## src/rtl/bus_arbiter_4_pkg.sv

```systemverilog
// Shared types and helpers for the four-requester round-robin bus arbiter.
package arb_pkg;

   localparam int NREQ  = 4;
   localparam int SEL_W = 2;

   typedef enum logic [1:0] {
      IDLE    = 2'd0,
      GRANT   = 2'd1,
      RELEASE = 2'd2
   } arb_state_t;

   function automatic logic [NREQ-1:0] onehot_of(input logic [SEL_W-1:0] idx);
      logic [NREQ-1:0] v;
      v      = '0;
      v[idx] = 1'b1;
      return v;
   endfunction

endpackage

```

## src/rtl/rr_priority_pick.sv

```systemverilog
// Combinational round-robin pick: the search starts one above last_owner and
// wraps upward, so last_owner itself is considered last.
module rr_priority_pick
   import arb_pkg::*;
(
   input  logic [NREQ-1:0]  req,
   input  logic [SEL_W-1:0] last_owner,
   output logic             valid,
   output logic [SEL_W-1:0] winner
);

   logic [SEL_W-1:0] idx;
   logic             found;

   always_comb begin
      // NOTE: every variable gets a default before any branch, so no latch is inferred.
      idx    = '0;
      found  = 1'b0;
      winner = '0;
      // An offset of NREQ truncates to zero, which puts last_owner at the end of the search.
      for (int i = 1; i <= NREQ; i++) begin
         idx = last_owner + SEL_W'(i);
         if (!found && req[idx]) begin
            winner = idx;
            found  = 1'b1;
         end
      end
      valid = found;
   end

endmodule

```

## src/rtl/bus_arbiter_4.sv

```systemverilog
// Round-robin owner of the 8-bit internal bus: registered one-hot grant plus mux select.
// Optional forced revoke of a stuck owner is compiled in with `define ARB_TIMEOUT_EN.
module bus_arbiter_4
   import arb_pkg::*;
#(
   parameter int TIMEOUT_CYCLES = 16
) (
   input  logic             clock,
   input  logic             reset,
   input  logic [NREQ-1:0]  req,
   input  logic [NREQ-1:0]  done,
   output logic [NREQ-1:0]  gnt,
   output logic [SEL_W-1:0] sel,
   output logic             bus_busy,
   output logic             timeout_err
);

   if (TIMEOUT_CYCLES < 2 || TIMEOUT_CYCLES > 256) begin : g_bad_timeout_cycles
      $error("bus_arbiter_4: TIMEOUT_CYCLES must lie in 2..256");
   end

   arb_state_t       state_q, state_d;
   logic [SEL_W-1:0] owner_q, owner_d;
   logic [SEL_W-1:0] last_q, last_d;
   logic [NREQ-1:0]  gnt_q, gnt_d;
   logic [SEL_W-1:0] sel_q, sel_d;
   logic             pick_valid;
   logic [SEL_W-1:0] pick_winner;

   // One picker serves both IDLE and RELEASE; they arbitrate identically.
   rr_priority_pick u_pick (
      .req        (req),
      .last_owner (last_q),
      .valid      (pick_valid),
      .winner     (pick_winner)
   );

`ifdef ARB_TIMEOUT_EN
   localparam int CNT_W = $clog2(TIMEOUT_CYCLES);
   localparam logic [CNT_W-1:0] CNT_LIMIT = CNT_W'(TIMEOUT_CYCLES - 1);

   logic [CNT_W-1:0] cnt_q, cnt_d;
   logic             terr_q, terr_d;
`endif

   always_comb begin
      state_d = state_q;
      owner_d = owner_q;
      last_d  = last_q;
      gnt_d   = gnt_q;
      sel_d   = sel_q;
`ifdef ARB_TIMEOUT_EN
      cnt_d   = cnt_q;
      terr_d  = 1'b0;
`endif
      unique case (state_q)
         IDLE, RELEASE: begin
            if (pick_valid) begin
               state_d = GRANT;
               owner_d = pick_winner;
               gnt_d   = onehot_of(pick_winner);
               sel_d   = pick_winner;
`ifdef ARB_TIMEOUT_EN
               cnt_d   = '0;
`endif
            end else begin
               state_d = IDLE;
               gnt_d   = '0;
            end
         end
         GRANT: begin
            // Only the owner's done bit matters; req is ignored while granted.
            if (done[owner_q]) begin
               state_d = RELEASE;
               last_d  = owner_q;
               gnt_d   = '0;
`ifdef ARB_TIMEOUT_EN
            end else if (cnt_q == CNT_LIMIT) begin
               state_d = RELEASE;
               last_d  = owner_q;
               gnt_d   = '0;
               terr_d  = 1'b1;
            end else begin
               cnt_d   = cnt_q + 1'b1;
`endif
            end
         end
         default: begin
            state_d = IDLE;
            gnt_d   = '0;
         end
      endcase
   end

   always_ff @(posedge clock) begin
      // NOTE: state registers use non-blocking assignments so every flop samples pre-edge values.
      if (reset) begin
         state_q <= IDLE;
         owner_q <= '0;
         last_q  <= SEL_W'(NREQ - 1);
         gnt_q   <= '0;
         sel_q   <= '0;
`ifdef ARB_TIMEOUT_EN
         cnt_q   <= '0;
         terr_q  <= 1'b0;
`endif
      end else begin
         state_q <= state_d;
         owner_q <= owner_d;
         last_q  <= last_d;
         gnt_q   <= gnt_d;
         sel_q   <= sel_d;
`ifdef ARB_TIMEOUT_EN
         cnt_q   <= cnt_d;
         terr_q  <= terr_d;
`endif
      end
   end

   assign gnt      = gnt_q;
   assign sel      = sel_q;
   assign bus_busy = (state_q != IDLE);
`ifdef ARB_TIMEOUT_EN
   assign timeout_err = terr_q;
`else
   assign timeout_err = 1'b0;
`endif

endmodule

```

## config.mk

```make
export PLATFORM = sky130hd
export DESIGN_NAME = bus_arbiter_4
export DESIGN_NICKNAME = d
export VERILOG_FILES = /design/src/rtl/bus_arbiter_4_pkg.sv /design/src/rtl/rr_priority_pick.sv /design/src/rtl/bus_arbiter_4.sv
export SDC_FILE = /design/constraint.sdc
export NUM_CORES = 1
export LEC_CHECK = 0
export ABC_AREA = 1
export BUFFER_PORTS_ARGS = -buffer_cell sky130_fd_sc_hd__buf_4
export CORE_MARGIN = 1.5
export CORE_UTILIZATION = 50
export CTS_CLUSTER_SIZE = 24
export DETAILED_ROUTE_END_ITERATION = 10
export PLACE_DENSITY = 0.76
export SYNTH_ARGS = -nofsm -noshare
export SYNTH_HDL_FRONTEND = slang
export SYNTH_SLANG_ARGS = --single-unit
```

## constraint.sdc

```tcl
create_clock -name clock -period 2.5 [get_ports clock]
set_input_delay 0.5 -clock clock [delete_from_list [all_inputs] [get_ports clock]]
set_output_delay 0.5 -clock clock [all_outputs]
set_load 0.03 [all_outputs]
```

### Word-level counts from Yosys, hierarchy flattened

Cells that the tools add are included.

* add/subtract/negate cells: 3
* magnitude comparators: 7
* eq/ne operators: 3
* multiplexer cells: 26
* reduce and logical (&&, ||, !) cells: 12

Operator list (number)
* < comparator 2 x 3 -> 1 bit, second input constant: 6
* two-way mux 1 bit: 11
* binary-select mux 1 bit (select 2 bit): 5
* two-way mux 2 bit: 5
* two-way mux 4 bit: 2
* one-hot mux 4 bit (2 select lines): 1
* adder 2 bit, second input constant: 2
* logical AND 1 bit: 4
* one-hot mux 2 bit (2 select lines): 1
* AND reduction 2 bit: 2
* logical NOT 1 bit: 3
* adder 2 x 1 -> 2 bit, second input constant: 1
* demux 1 bit (select 2 bit): 1
* equality test 2 x 1 -> 1 bit, second input constant: 1
* equality test 2 bit, second input constant: 1
* >= comparator 2 x 1 -> 1 bit, second input constant: 1
* logical NOT 2 bit: 1
* != test 2 bit, second input constant: 1
* nonzero test 2 bit: 1
* OR reduction 2 bit: 1

* bits in registers: 10
* bits of input ports: 10
* output and inout bits: 8
* word-level logic and storage cells: 55

### Longest topological paths before layout

* word-level depth: 19
* gate-level depth with buffers: 13
* gate-level depth less buffers: 12

### Hierarchy

A second synthesis with hierarchy kept.

* cells, all modules: 121
* area total of the unflattened synthesis: 768.2 um^2

Modules (own cells, without submodules)
* bus_arbiter_4: instances 1, cells each 69, area each 496.7 um^2, sequential area each 200.2 um^2
* rr_priority_pick: instances 1, cells each 52, area each 271.5 um^2, sequential area each 0.0 um^2

### Worst setup path after synthesis

Ideal clock, no wire load.

* path kind: input port to flip-flop
* start: input port req[3]
* end: register sel_q[0], in the netlist sel[0]
* setup time: 0.129 ns
* arrival: 1.237 ns
* data required time: 2.371 ns
* path slack: 1.134 ns
* stages: 10
* path buffers: 0
* cells stage by stage: nand2_1 > nand2_2 > nand2_1 > nand2_1 > nor2_4 > nand3_2 > nand2_4 > nor2_4 > a21oi_1 > nor2_1

* cells in the longest elaborated chain, start to end: 13
* elaborated cells on any way between the ends: 23
* those cells by class: mux: 16; reduce/logical: 7

Ends and longest elaborated chain
* start, declared: line bus_arbiter_4.sv:10 `input logic [NREQ-1:0] req,`
* binary-select mux 1 bit (select 2 bit): line rr_priority_pick.sv:23 `if (!found && req[idx]) begin`
* two-way mux 1 bit (implied by the code): line rr_priority_pick.sv:23
* two-way mux 1 bit: line rr_priority_pick.sv:23
* logical NOT 1 bit: line rr_priority_pick.sv:23
* logical AND 1 bit: line rr_priority_pick.sv:23
* two-way mux 1 bit: line rr_priority_pick.sv:23
* logical NOT 1 bit: line rr_priority_pick.sv:23
* logical AND 1 bit: line rr_priority_pick.sv:23
* two-way mux 1 bit: line rr_priority_pick.sv:23
* logical NOT 1 bit: line rr_priority_pick.sv:23
* logical AND 1 bit: line rr_priority_pick.sv:23
* two-way mux 1 bit: line rr_priority_pick.sv:23
* AND reduction 2 bit (no line)
* end signal, assigned: line bus_arbiter_4.sv:112 `sel_q <= sel_d;`
* end, declared: line bus_arbiter_4.sv:26 `logic [SEL_W-1:0] sel_q, sel_d;`

Several ways; a longest one is shown, not always the timed one. The select of a mux whose other input is x is not followed.
A chain may end at the register's enable or synchronous reset.

### Worst setup path after layout

* start: register last_q[0]
* end: register sel_q[1], in the netlist sel[1]

* cells in the longest elaborated chain, start to end: 14
* elaborated cells on any way between the ends: 26
* those cells by class: add/sub: 3; mux: 16; reduce/logical: 7

Ends and longest elaborated chain
* start, declared: line bus_arbiter_4.sv:24 `logic [SEL_W-1:0] last_q, last_d;`
* start signal, assigned: line bus_arbiter_4.sv:100 `last_q <= SEL_W'(NREQ - 1);`
* start signal, assigned: line bus_arbiter_4.sv:110 `last_q <= last_d;`
* adder 2 x 1 -> 2 bit: line rr_priority_pick.sv:22 `idx = last_owner + SEL_W'(i);`
* binary-select mux 1 bit (select 2 bit): line rr_priority_pick.sv:23
* two-way mux 1 bit (implied by the code): line rr_priority_pick.sv:23
* two-way mux 1 bit: line rr_priority_pick.sv:23
* logical NOT 1 bit: line rr_priority_pick.sv:23
* logical AND 1 bit: line rr_priority_pick.sv:23
* two-way mux 1 bit: line rr_priority_pick.sv:23
* logical NOT 1 bit: line rr_priority_pick.sv:23
* logical AND 1 bit: line rr_priority_pick.sv:23
* two-way mux 1 bit: line rr_priority_pick.sv:23
* logical NOT 1 bit: line rr_priority_pick.sv:23
* logical AND 1 bit: line rr_priority_pick.sv:23
* two-way mux 1 bit: line rr_priority_pick.sv:23
* AND reduction 2 bit (no line)

Several ways; a longest one is shown, not always the timed one. The select of a mux whose other input is x is not followed.

==> flow_summary.ini <==
[run_status]
status = finished, final reports clean

[critical_path]
cp-start-kind = register
r2r.worst_path.cells = 11
reg2reg_to = sel[1]$_SDFFE_PP0P_
critPathLaunch = last_q[0]$_SDFFE_PP1P_
crit_path_end_kind = register
timing.rr.start = last_q[0]$_SDFFE_PP1P_
max_stage_delay_ns = 0.62
reg2reg_slack_ns = 0.80
slowest_stage = dfxtp_1
cp.required_ns = 2.64
setup.worst_path.class = register to register
arrival_ns = 1.84
crit_top_cell = nand2_1
path_max_fanout = 10
path_cells = inv_8 -> nand2_1 -> nand2_2 -> nand2_1 -> nand2_1 -> nor2_4 -> nand3_2 -> nand2_4 -> inv_2 -> o21ai_1 -> a21oi_1

[synthesis]
synthSimpleGateAreaFrac = 0.4786
synth_ff_type = dfxtp_1
synth_top_family_by_area = simple AND/OR/NAND/NOR gates
synth_compound_area_frac = 0.1115
syn_area_um2 = 729.5
syn_area_per_cell_um2 = 6.182
synth_top_area_share = 0.2744
synth-edff-count = 0
synth_largest_area_cell = dfxtp_1
ys_top_cells_by_count = nand2_1, inv_1, dfxtp_1, nand3_1, nand2_2
synth-xor-area-share = 0
synth.distinct_cells = 25
synth_fa_ha_area_frac = 0
netlist_top_cells_area = dfxtp_1, nand2_1, nand2_2, nand3_1, inv_1
ys_async_sr_fraction = 0
yosysMostFrequentCell = nand2_1
synth_fp_nets = 128
synth_mux_area_frac = 0
netlist_instances = 118
synth-seq-cells = 10
yosysWarnings = 0
ys_seq_area_frac = 0.2744

[worst_hold_path]
holdPathStages = 2
hp-start = reset
hp-class = input port to register
min_to = gnt[1]$_SDFFE_PP0P_

[placed_design]
portBuffers = 16
hpwl_um = 1300
place.gp.congestion = 0.8379

[global_routing]
grtUsageTotal = 0.2271
grt_pass1_vias = 629
overflow = 0
grt_start_max_net_pins = 11
antenna_found_initial = 0
grt_pass1_wl_um = 2449

[floorplanning]
core_area_mm2 = 0.001334
pin_count = 18
die_h_um = 41.20
rows = 13
die-area_mm2 = 0.001697
start_util = 0.5469
die_x_um = 41.20

[clock_tree]
htreeDepth = 1
post_cts_buffers = 0
cts_hold_buf = 0
cts_made_buffers = 3
clkSlewWorstSetupHoldPaths_ns = 0.06
clock-sinks = 10
cts_tree = built
cts_resized = 0
clk_latency_ns = 0.26
clockBufferDepth = 2
clock_tree.root_cell = clkbuf_4

[cells_and_area]
area_delta_synth_final_pct = 19.04
post-route-util = 0.6510
nets = 146
n_antenna_cell = 0
drive_gt1_frac = 0.3060

[timing]
clock-skew-final_ns = 0.007919
setup_viol = 0
max_freq_mhz = 589.6
min_period_ns = 1.696
report.final.hold_viol_count = 0
finalCritPeriodShare = 0.6784
tns_ns = 0
drv_slew = 0
rsz0062_at_grt = no

[detailed_routing]
drtPass1Iterations = 4
routed_via_density = 4.966
final_antenna_net_count = 0
via_count = 740
wl_per_cell_um = 10.59
first_iter_violations = 19
drc = 0
wirelength_um = 1578

[power_and_ir_drop]
p_per_area_mw_per_mm2 = 1331
worst_ir_drop_vdd_v = 0.0006678
p_leak_nw = 0.4782
finalPower_mw = 1.155

[run]
drv_cap = 0
## routing by layer
layer	global-route usage	wire length, µm
met1	0.2712	738
met2	0.3867	743
met3	0.08152	88
met4	0.04839	8
met5	0	0
## cell type report
type                            count  area [µm²]
Clock buffer                        3       22.52
Fill cell                         144       465.4
Inverter                           17       72.57
Multi-Input combinational cell     88       434.2
Sequential cell                    10       200.2
Tap cell                           15       18.77
Timing Repair Buffer               16       120.1
## how the worst max path moves through the flow
stage | cells after the start | to | slack [ns]
finish | 11 | sel[1]$_SDFFE_PP0P_ | 0.80
floorplan | 10 | sel[0]$_SDFFE_PP0P_ | 1.13
global placement | 11 | sel[1]$_SDFFE_PP0P_ | 0.83
global route | 10 | gnt[2]$_SDFFE_PP0P_ | 0.66
CTS | 11 | sel[1]$_SDFFE_PP0P_ | 0.80
detailed placement | 11 | sel[1]$_SDFFE_PP0P_ | 0.82
## logic make-up (layout without fill, tap and decap cells)
| logic type | count (synthesis) | after routing |
|---|---|---|
| AOI/OAI and AO/OA | 14 | 14 |
| buffers and inverters | 20 | 36 |
| DFF | 10 | 10 |
| other | 1 | 1 |
| and+or+nand+nor | 73 | 73 |
## cell usage in the layout (no fill, tap or decap), drive strengths merged
| cell | n |
|---|---|
| a21oi | 9 |
| a31oi | 1 |
| buf | 16 |
| clkbuf | 3 |
| clkinv | 1 |
| conb | 1 |
| dfxtp | 10 |
| inv | 16 |
| nand2 | 53 |
| nand3 | 10 |
| nand4 | 1 |
| nor2 | 8 |
| o211ai | 1 |
| o21ai | 3 |
| or2 | 1 |
## sequential cells by signal, indices dropped and copies added (netlist names)
| register | flops |
|---|---|
| state_q | 2 |
| last_q | 2 |
| gnt | 4 |
| sel | 2 |
## power by group
part           switching (mW)  internal, mW  total (mW)
Combinational           0.489         0.265       0.755
Clock                  0.0499        0.0553       0.105
Sequential             0.0730         0.222       0.295
## critical path, delay by kind of cell (launching register included)
family / cells / cell delay (ns)
compound gates: 2 / 0.16
buf+inv: 2 / 0.13
flops: 1 / 0.62
simple gates: 7 / 0.67
## stage by stage
step / setup WS (ns) / hold slack (ns) / area [µm²] / std cells
2_1_floorplan: 1.134 / 0.4960 / 729.5 / 118
3_3_place_gp: 0.8305 / 0.4565 / 845.8 / 146
3_5_place_dp: 0.8170 / 0.4565 / 845.8 / 146
4_1_cts: 0.8039 / 0.4565 / 868.3 / 149
5_1_grt: 0.6644 / 0.4678 / 868.3 / 149
6_report: 0.8040 / 0.4577 / 868.3 / 149
(Power assumes the default switching activity.)
